<file path="src/rtl/worker.sv">
// Dataflow CPU execution unit: accepts one fired instruction packet at a time
// and emits one or two result tokens toward the matching stage.
// Optional feature: define WORKER_MINUS_EN to execute INSN_MINUS (D1 - D2);
// without it opcode 8'h06 is treated as unknown and dropped.
module worker #(
  parameter int unsigned OPCODE_WIDTH        = 8,
  parameter int unsigned PACKET_WIDTH        = 2 + OPCODE_WIDTH + 4 * 32 + 3 + 16 + 16,
  parameter int unsigned WORKER_RESULT_WIDTH = 3 + 16 + 16 + 32
) (
  input  logic                           CLK,
  input  logic                           RST,
  input  logic                           RECEIVE_PC_VALID,
  output logic                           RECEIVE_PC_READY,
  input  logic [PACKET_WIDTH-1:0]        RECEIVE_PC_DATA,
  output logic                           SEND_WR_VALID,
  input  logic                           SEND_WR_READY,
  output logic [WORKER_RESULT_WIDTH-1:0] SEND_WR_DATA
);

  localparam logic [OPCODE_WIDTH-1:0] INSN_DISTRIBUTE = OPCODE_WIDTH'(8'h01);
  localparam logic [OPCODE_WIDTH-1:0] INSN_SWITCH     = OPCODE_WIDTH'(8'h02);
  localparam logic [OPCODE_WIDTH-1:0] INSN_SET_COLOR  = OPCODE_WIDTH'(8'h03);
  localparam logic [OPCODE_WIDTH-1:0] INSN_SYNC       = OPCODE_WIDTH'(8'h04);
  localparam logic [OPCODE_WIDTH-1:0] INSN_PLUS       = OPCODE_WIDTH'(8'h05);
`ifdef WORKER_MINUS_EN
  localparam logic [OPCODE_WIDTH-1:0] INSN_MINUS      = OPCODE_WIDTH'(8'h06);
`endif

  // Packet field positions (LSB of each field), MSB to LSB:
  // flags, opcode, D1, D2, D3, D4, dest_option, dest_addr, color
  localparam int unsigned ColorLsb = 0;
  localparam int unsigned AddrLsb  = 16;
  localparam int unsigned OptLsb   = 32;
  localparam int unsigned D4Lsb    = 35;
  localparam int unsigned D3Lsb    = 67;
  localparam int unsigned D2Lsb    = 99;
  localparam int unsigned D1Lsb    = 131;
  localparam int unsigned OpLsb    = 163;
  localparam int unsigned FlagsLsb = OpLsb + OPCODE_WIDTH;

  typedef enum logic [1:0] {
    StIdleRst,
    StIdle,
    StOut1,
    StOut2
  } state_e;

  // Unpacked view of the incoming packet
  logic [OPCODE_WIDTH-1:0] in_opcode;
  logic [31:0]             in_d1;
  logic [31:0]             in_d2;
  logic [31:0]             in_d3;
  logic [31:0]             in_d4;
  logic [2:0]              in_opt;
  logic [15:0]             in_addr;
  logic [15:0]             in_color;
  logic [1:0]              in_flags;

  assign in_opcode = RECEIVE_PC_DATA[OpLsb +: OPCODE_WIDTH];
  assign in_d1     = RECEIVE_PC_DATA[D1Lsb +: 32];
  assign in_d2     = RECEIVE_PC_DATA[D2Lsb +: 32];
  assign in_d3     = RECEIVE_PC_DATA[D3Lsb +: 32];
  assign in_d4     = RECEIVE_PC_DATA[D4Lsb +: 32];
  assign in_opt    = RECEIVE_PC_DATA[OptLsb +: 3];
  assign in_addr   = RECEIVE_PC_DATA[AddrLsb +: 16];
  assign in_color  = RECEIVE_PC_DATA[ColorLsb +: 16];
  assign in_flags  = RECEIVE_PC_DATA[FlagsLsb +: 2];

  // Flags and the upper bits of destination-carrying operands carry no meaning here
  logic unused_bits;
  assign unused_bits = ^{in_flags, in_d3[31:19], in_d4[31:19]};

  // Result token layout: {dest_option, dest_addr, color, data}
  function automatic logic [WORKER_RESULT_WIDTH-1:0] mk_tok(input logic [18:0] dst,
                                                           input logic [15:0] col,
                                                           input logic [31:0] data);
    return {dst, col, data};
  endfunction

  logic                           dec_known;
  logic                           dec_two;
  logic [WORKER_RESULT_WIDTH-1:0] dec_tok1;
  logic [WORKER_RESULT_WIDTH-1:0] dec_tok2;

  // Decode the presented packet into its token(s); only used on acceptance
  always_comb begin
    dec_known = 1'b1;
    dec_two   = 1'b0;
    dec_tok1  = '0;
    dec_tok2  = '0;
    case (in_opcode)
      INSN_DISTRIBUTE: begin
        dec_two  = 1'b1;
        dec_tok1 = mk_tok(in_d2[18:0], in_color, in_d1);
        dec_tok2 = mk_tok(in_d3[18:0], in_color, in_d1);
      end
      INSN_SWITCH: begin
        // Any nonzero bit of D2 selects the D3 destination
        dec_tok1 = (in_d2 != 32'h0) ? mk_tok(in_d3[18:0], in_color, in_d1)
                                    : mk_tok(in_d4[18:0], in_color, in_d1);
      end
      INSN_SET_COLOR: begin
        dec_tok1 = mk_tok({in_opt, in_addr}, in_d2[15:0], in_d1);
      end
      INSN_SYNC: begin
        dec_two  = 1'b1;
        dec_tok1 = mk_tok(in_d3[18:0], in_color, in_d1);
        dec_tok2 = mk_tok(in_d4[18:0], in_color, in_d2);
      end
      INSN_PLUS: begin
        dec_tok1 = mk_tok({in_opt, in_addr}, in_color, in_d1 + in_d2);
      end
`ifdef WORKER_MINUS_EN
      INSN_MINUS: begin
        dec_tok1 = mk_tok({in_opt, in_addr}, in_color, in_d1 - in_d2);
      end
`endif
      default: begin
        dec_known = 1'b0;
      end
    endcase
  end

  state_e                         state_q, state_d;
  logic [WORKER_RESULT_WIDTH-1:0] out_q, out_d;
  logic [WORKER_RESULT_WIDTH-1:0] tok2_q, tok2_d;
  logic                           two_q, two_d;
  logic                           ready;
  logic                           valid;

  // State and token registers; reset discards any pending tokens at once
  always_ff @(posedge CLK or posedge RST) begin
    if (RST) begin
      state_q <= StIdleRst;
      out_q   <= '0;
      tok2_q  <= '0;
      two_q   <= 1'b0;
    end else begin
      state_q <= state_d;
      out_q   <= out_d;
      tok2_q  <= tok2_d;
      two_q   <= two_d;
    end
  end

  // Next-state, token sequencing and handshake outputs
  always_comb begin
    state_d = state_q;
    out_d   = out_q;
    tok2_d  = tok2_q;
    two_d   = two_q;
    ready   = 1'b0;
    valid   = 1'b0;
    case (state_q)
      StIdleRst: begin
        state_d = StIdle;
      end
      StIdle: begin
        ready = 1'b1;
        // Unknown opcodes are consumed but produce nothing
        if (RECEIVE_PC_VALID && dec_known) begin
          state_d = StOut1;
          out_d   = dec_tok1;
          tok2_d  = dec_tok2;
          two_d   = dec_two;
        end
      end
      StOut1: begin
        valid = 1'b1;
        if (SEND_WR_READY) begin
          if (two_q) begin
            state_d = StOut2;
            out_d   = tok2_q;
          end else begin
            state_d = StIdle;
            out_d   = '0;
          end
        end
      end
      StOut2: begin
        valid = 1'b1;
        if (SEND_WR_READY) begin
          state_d = StIdle;
          out_d   = '0;
        end
      end
      default: begin
        state_d = StIdleRst;
      end
    endcase
  end

  assign RECEIVE_PC_READY = ready;
  assign SEND_WR_VALID    = valid;
  assign SEND_WR_DATA     = out_q;

endmodule

</file>
<file path="config.mk">
export PLATFORM = sky130hd
export DESIGN_NAME = worker
export DESIGN_NICKNAME = d
export VERILOG_FILES = /design/src/rtl/worker.sv
export SDC_FILE = /design/constraint.sdc
export NUM_CORES = 1
export LEC_CHECK = 0
export BUFFER_PORTS_ARGS = -buffer_cell sky130_fd_sc_hd__buf_2
export CAP_MARGIN = 20
export CORE_MARGIN = 1
export CORE_UTILIZATION = 55
export CTS_BUF_LIST = sky130_fd_sc_hd__clkbuf_2
export DETAILED_ROUTE_END_ITERATION = 8
export PLACE_DENSITY = 0.91
export SLEW_MARGIN = 20
export SYNTH_ARGS = -nofsm -noshare
export SYNTH_HDL_FRONTEND = slang
export SYNTH_SLANG_ARGS = --single-unit
</file>
<file path="constraint.sdc">
create_clock -name CLK -period 12.2 [get_ports CLK]
set_clock_uncertainty 0.15 [all_clocks]
set_input_delay 2.44 -clock CLK [delete_from_list [all_inputs] [get_ports CLK]]
set_output_delay 2.44 -clock CLK [all_outputs]
set_load 0.1 [all_outputs]
</file>
==> results.ini, run 1 <==
[grt]
met2_usage_pct = 50.3
grt_overflow = 0
busiest_layer = met2
track_usage_pct = 32.7
grt_max_degree = 85
grt_use_met1_pct = 42.7
grt_antenna_before_repair = 4
grt_first_pass_wirelength_um = 40500
grt_pass1_vias = 7884
grt_use_met3_pct = 7.86

[die]
initial_core_util_pct = 56.0
die_x_um = 126
die_h_um = 126
rows = 45
ioPinCount = 246
die_area_um2 = 15900
coreArea_um2 = 15100

[clock_tree]
cts_setup_buffers = 0
clock-sinks = 137
ctsHoldBuffers = 0
clk_path_buf_depth = 2
path_clk_slew_ps = 230
cts_tree = done
clk_latency_ps = 760
cts_root_buf = clkbuf_2
cts_resized = 0
cts_inserted_buffers = 17
htree_levels = 4

[timing]
period_share_pct = 43.1
finalHoldViolations = 0
setup_tns_ps = 0
worst_pin_slew_ps = 951
setup_violations = 0
max_freq_mhz = 190
rsz0062_at_grt = no
slew_violations = 0
min_period_ps = 5260
slew_headroom_pct = 36.1

[logic_synthesis]
syn_nets = 1179
syn_inst = 966
synth_edf_count = 0
synth_seq_cells = 137
yosysSeqAreaShare_pct = 40.4
synthAdderAreaFrac_pct = 5.40
synth_compound_area_share_pct = 33.1
synth_top_family_by_area = compound AO/OA/AOI/OAI gates
ys_warn_count = 0
synth.distinct_cells = 61
synth_area_um2 = 8480
synthSimpleGateAreaFrac_pct = 13.2
ys.flop_type = dfrtp_1
synth_xor_area_share_pct = 3.20
async_reset_ff_share_pct = 100
avgSynthCellArea_um2 = 8.77
muxShareOfSynthArea_pct = 0.118
synth_top_area_share_pct = 40.4
synth.largest_area_cell = dfrtp_1
synth_area_leaders = dfrtp_1 (40%), a22oi_1 (7.4%), nand2_1 (6.5%), o21ai_0 (6.0%), a21oi_1 (5.8%)

[route]
avgRoutedWirePerCell_um = 19.5
drtIter0Drc = 917
drt-vias-per-instance = 6.34
ant_nets = 0
drt_wl_total_um = 26200
drt_first_pass_iters = 7
drc = 0
vias = 8516

[place]
finalWeightedCongestion = 0.957
port_buffers = 217
dp_hpwl_um = 18300

[pwr]
p_int_mw = 0.712
seqPwrFrac_pct = 35.4
irDropWorstVdd_mv = 0.110
p_switching_mw = 0.716
clkPwrFrac_pct = 18.1
leakage_nw = 4.41
switching_share_pct = 50.1
power.total_mw = 1.43
p_per_area_nw_per_um2 = 146
share_comb_of_total_power_pct = 46.5

[worst_setup_path]
arrival_ps = 5780
cp_cell_sequence = buf_2 -> or4_4 -> nor2_4 -> and3_1 -> o21ai_4 -> buf_4 -> and2b_1 -> a222oi_1 -> o21ai_1
crit_path_max_fanout = 21
ff2ff_path_depth = 8
r2r_setup_slack_ps = 8950
r2r_end = SEND_WR_DATA[8]
worst-path-buf-inv = 2
worstSetupPathType = in2reg
worstPathRequired_ps = 12720
cp-end-kind = register
cpMaxStageDelayCell = and3_1
start_kind = input pin
slowest_delay_ps = 710
r2r_start = state_q[0]
crit_family = simple AND/OR/NAND/NOR gates

[layout]
nets = 1352
drive_above_1_share_pct = 25.3
area_delta_synth_final_pct = 15.8

[flow_run]
drv_cap = 0

[worst_hold_path]
min_to = SEND_WR_DATA[3]
holdPathStages = 2
hp-class = reg2reg
min_from = SEND_WR_DATA[3]

[status]
outcome = finished clean

-- per-layer routing --
metal / share of wire [%] / vias to the layer above
li1: - / 3961
met1: 41 / 4004
met2: 45 / 469
met3: 9.8 / 82
met4: 4.0 / 0
met5: 0 / -
-- metrics by stage --
| stage | worst slack [ps] | hold WS, ps | cells | instance area (um2) | util (%) |
|---|---|---|---|---|---|
| after floorplan | 5940 | 292 | 966 | 8480 | - |
| after global placement | 6300 | 307 | 1307 | 9560 | 63.1 |
| after detailed placement | 6250 | 315 | 1307 | 9560 | 63.1 |
| after CTS | 7050 | 361 | 1339 | 9770 | 64.5 |
| after global routing | 6830 | 381 | 1344 | 9820 | 64.8 |
| final | 6940 | 357 | 1344 | 9820 | 64.8 |
-- registers in the layout (all words and copies together) (netlist names) --
| name | flops |
|---|---|
| SEND_WR_DATA | 67 |
| two_q | 1 |
| tok2_q | 67 |
| state_q | 2 |
-- area by class of cell --
class | count | area, um2
Timing Repair Buffer | 228 | 1190
Multi-Input combinational cell | 744 | 4690
Clock inverter | 14 | 128
Inverter | 11 | 46.3
Sequential cell | 137 | 3430
Fill cell | 1299 | 5330
Clock buffer | 18 | 90.1
Antenna cell | 4 | 10.0
Tap cell | 188 | 235
-- cells in the mapped netlist, types with 11 or more instances --
library cell	number
nand2_1	147
dfrtp_1	137
o21ai_0	102
a21oi_1	99
a22oi_1	83
nor2_1	54
clkbuf_1	43
ha_1	35
a222oi_1	22
o21ai_1	19
buf_2	18
xnor2_1	17
a22o_1	16
a21o_1	14
xor2_1	14
nand4_1	11
-- logic make-up after synthesis --
logic type,count (synthesis)
xor+xnor,31
fa+ha+maj,36
simple gates,254
buf+inv,85
mux,1
compound gates,422
flops,137
-- worst max-delay path by stage --
stage / startpoint / to / slack [ps] / depth (start not counted)
after global routing: RECEIVE_PC_DATA[168] / SEND_WR_DATA[23] / 6830 / 9
after floorplan: RST / SEND_WR_DATA[0] / 5940 / 1
after global placement: RECEIVE_PC_DATA[168] / SEND_WR_DATA[23] / 6300 / 9
after detailed placement: RECEIVE_PC_DATA[168] / SEND_WR_DATA[23] / 6250 / 9
after CTS: RECEIVE_PC_DATA[168] / SEND_WR_DATA[23] / 7050 / 9
final: RECEIVE_PC_DATA[168] / SEND_WR_DATA[23] / 6940 / 9
-- power by group through the flow --
stage | logic, mW | clock network [mW] | registers (mW)
2_1_floorplan | 0.325 | 0 | 0.700
3_3_place_gp | 0.633 | 0 | 0.512
3_5_place_dp | 0.643 | 0 | 0.513
4_1_cts | 0.643 | 0.263 | 0.505
5_1_grt | 0.703 | 0.281 | 0.509
6_report | 0.663 | 0.259 | 0.506
-- worst register-to-register path: stages, from the launching register on --
cell	delay, ps
dfrtp_1	490
inv_1	70
ha_1	210
nor2_1	300
inv_2	260
o21ai_4	560
buf_16	240
buf_4	600
o21ai_0	230
-- placed cells by master (no fill, tap or decap), types with 14 or more instances in the layout --
| cell type | netlist | final |
|---|---|---|
| nand2_1 | 147 | 147 |
| o21ai_0 | 102 | 102 |
| ha_1 | 35 | 35 |
| dfrtp_1 | 137 | 137 |
| o21ai_1 | 19 | 19 |
| a22oi_1 | 83 | 83 |
| clkbuf_2 | 0 | 18 |
| a21o_1 | 14 | 14 |
| a21oi_1 | 99 | 99 |
| a22o_1 | 16 | 16 |
| xor2_1 | 14 | 14 |
| xnor2_1 | 17 | 17 |
| buf_2 | 18 | 217 |
| nor2_1 | 54 | 54 |
| a222oi_1 | 22 | 22 |
(Power assumes the default switching activity.)
==> run 2, diff against run 1 <==
--- a/config.mk
+++ b/config.mk
@@ -8,10 +8,10 @@
 export BUFFER_PORTS_ARGS = -buffer_cell sky130_fd_sc_hd__buf_2
 export CAP_MARGIN = 20
 export CORE_MARGIN = 1
-export CORE_UTILIZATION = 55
+export CORE_UTILIZATION = 49
 export CTS_BUF_LIST = sky130_fd_sc_hd__clkbuf_2
 export DETAILED_ROUTE_END_ITERATION = 8
-export PLACE_DENSITY = 0.91
+export PLACE_DENSITY = 0.86
 export SLEW_MARGIN = 20
 export SYNTH_ARGS = -nofsm -noshare
 export SYNTH_HDL_FRONTEND = slang
==> constraint.sdc (replaced) <==
create_clock -name CLK -period 4.65 [get_ports CLK]
set_clock_uncertainty 0.15 [all_clocks]
set_input_delay 0.93 -clock CLK [delete_from_list [all_inputs] [get_ports CLK]]
set_output_delay 0.93 -clock CLK [all_outputs]
set_load 0.1 [all_outputs]
==> run 2 against run 1 <==
  * Clock-buffer cell count is 1 lower
  * Largest cell class unchanged
  * Combinational power grew to 2.6 times the previous value
  * Register-to-register slack worse by 7200 ps
  * Total power grew to 2.6 times the previous value
  * Sequential share of layout area is 0.29 points lower
  * Cell count is 2.8% higher
  * Largest power group unchanged
  * Worst setup slack worse by 5800 ps
  * Critical endpoint is now SEND_WR_VALID
  * Non-clock buffer count is 6 higher
==> results.ini, run 2 (same netlist as run 1, synthesis figures left out) <==
[layout]
stdcell_area_um2 = 9900  ; +0.83%
drive_above_1_share_pct = 25.6  ; +0.30 points
layout_common_cells = buf_2 (217), nand2_1 (147), dfrtp_1 (137)
area_delta_synth_final_pct = 16.8
nets = 1358  ; +0.44%
final_common_cell = buf_2

[timing]
setup_violations = 0  ; unchanged
finalHoldViolations = 0  ; unchanged
setup_slack_ps = 1130  ; -5810 ps
slew_violations = 0  ; unchanged
worst_pin_slew_ps = 1010  ; +58.9 ps
min_period_ps = 3520
setup_tns_ps = 0  ; unchanged
max_freq_mhz = 284
period_share_pct = 75.8
rsz0062_at_grt = no
slew_headroom_pct = 32.3  ; -3.8 points

[pwr]
power.total_mw = 3.74  ; +160%
leakage_nw = 4.43  ; +0.53%
p_per_area_nw_per_um2 = 378  ; +160%
irDropWorstVdd_mv = 0.329  ; +200%

[die]
ioPinCount = 246  ; unchanged
die_h_um = 134  ; +5.9%
coreArea_um2 = 16800  ; +11%
rows = 47  ; +4.4%
die_area_um2 = 17800  ; +12%
die_x_um = 134  ; +5.9%
initial_core_util_pct = 50.6  ; -5.4 points

[route]
ant_nets = 0  ; unchanged
drc = 0  ; unchanged
drt_first_pass_iters = 7  ; unchanged
drtIter0Drc = 867  ; -5.5%
vias = 8507  ; -0.11%
avgRoutedWirePerCell_um = 19.2  ; -1.5%
drt_wl_total_um = 26500  ; +1.3%
drt-vias-per-instance = 6.16  ; -2.9%

[place]
dp_hpwl_um = 18400  ; +0.68%
finalWeightedCongestion = 0.903  ; -5.7%
dp_slack_ps = 760  ; -5490 ps
port_buffers = 217  ; unchanged
placed_area_um2 = 9670  ; +1.2%

[clock_tree]
htree_levels = 4  ; unchanged
clk_latency_ps = 730  ; -30 ps
cts_inserted_buffers = 17  ; unchanged
cts_root_buf = clkbuf_2
cts_tree = done
cts_resized = 0  ; unchanged
clock-sinks = 137  ; unchanged
cts_setup_buffers = 0  ; unchanged
ctsHoldBuffers = 0  ; unchanged
path_clk_slew_ps = 250  ; +20 ps
clk_path_buf_depth = 2  ; unchanged

[worst_setup_path]
start_kind = register
worstSetupPathType = reg2out
cp-end-kind = output port
arrival_ps = 2440  ; -3340 ps
r2r_setup_slack_ps = 1750  ; -7200 ps
crit_path_max_fanout = 19  ; -9.5%
worstPathRequired_ps = 3570  ; -9150 ps

[worst_hold_path]
hp-class = in2reg

[grt]
grt_first_pass_wirelength_um = 41700  ; +3.1%
grt_pass1_vias = 7896  ; +0.15%
grt_max_degree = 138  ; +62%
grt_antenna_before_repair = 4  ; unchanged
grt_overflow = 0  ; unchanged
track_usage_pct = 30.1  ; -2.6 points

[flow_run]
drv_cap = 0  ; unchanged

[status]
outcome = finished clean

## run 2: final timing paths
kind / endpoint / depth (start not counted) / startpoint
worst max-delay path: SEND_WR_VALID / 5 / state_q[0]
worst min-delay path: tok2_q[36] / 2 / RECEIVE_PC_DATA[4]
min in group asynchronous: SEND_WR_DATA[23] / 3 / RST
worst min register to register: SEND_WR_DATA[4] / 2 / SEND_WR_DATA[4]
worst max register to register: SEND_WR_DATA[16] / 8 / state_q[0]
max in group asynchronous: SEND_WR_DATA[26] / 3 / RST
## run 2: layout make-up
class / instances / area [um2]
fill: 1504 / 6860
multi-input combinational: 744 / 4690
sequential: 137 / 3430
timing repair buffer: 234 / 1240
tap: 220 / 275
clock inverter: 15 / 129
clock buffer: 17 / 85.1
inverter: 11 / 45.0
antenna: 4 / 10.0
## run 2: through the flow
stage	hold WS, ps	std cells	util, %
after floorplan	292	966	-
after global placement	304	1346	57.7
after detailed placement	314	1346	57.7
after CTS	201	1378	59.0
after global routing	156	1382	59.1
final	244	1382	59.1
## run 2: worst max-delay path, stage by stage (launching register included)
cell and delay [ps]:
dfrtp_1 490, inv_1 70, ha_1 210, nor2_1 320, inv_2 270, buf_2 370
## run 2: report_power, final
part / switching (mW) / internal [mW] / total (mW)
combinational: 1.32 / 0.416 / 1.73
clock: 0.520 / 0.160 / 0.680
sequential: 0.0484 / 1.28 / 1.33
## run 2: routing by layer
layer | GRT usage, % | vias up | wire, um
li1 | - | 3982 | -
met5 | 0 | - | 0
met1 | 41.0 | 3974 | 10900
met2 | 45.5 | 483 | 12100
met4 | 14.2 | 0 | 903
met3 | 6.85 | 68 | 2620
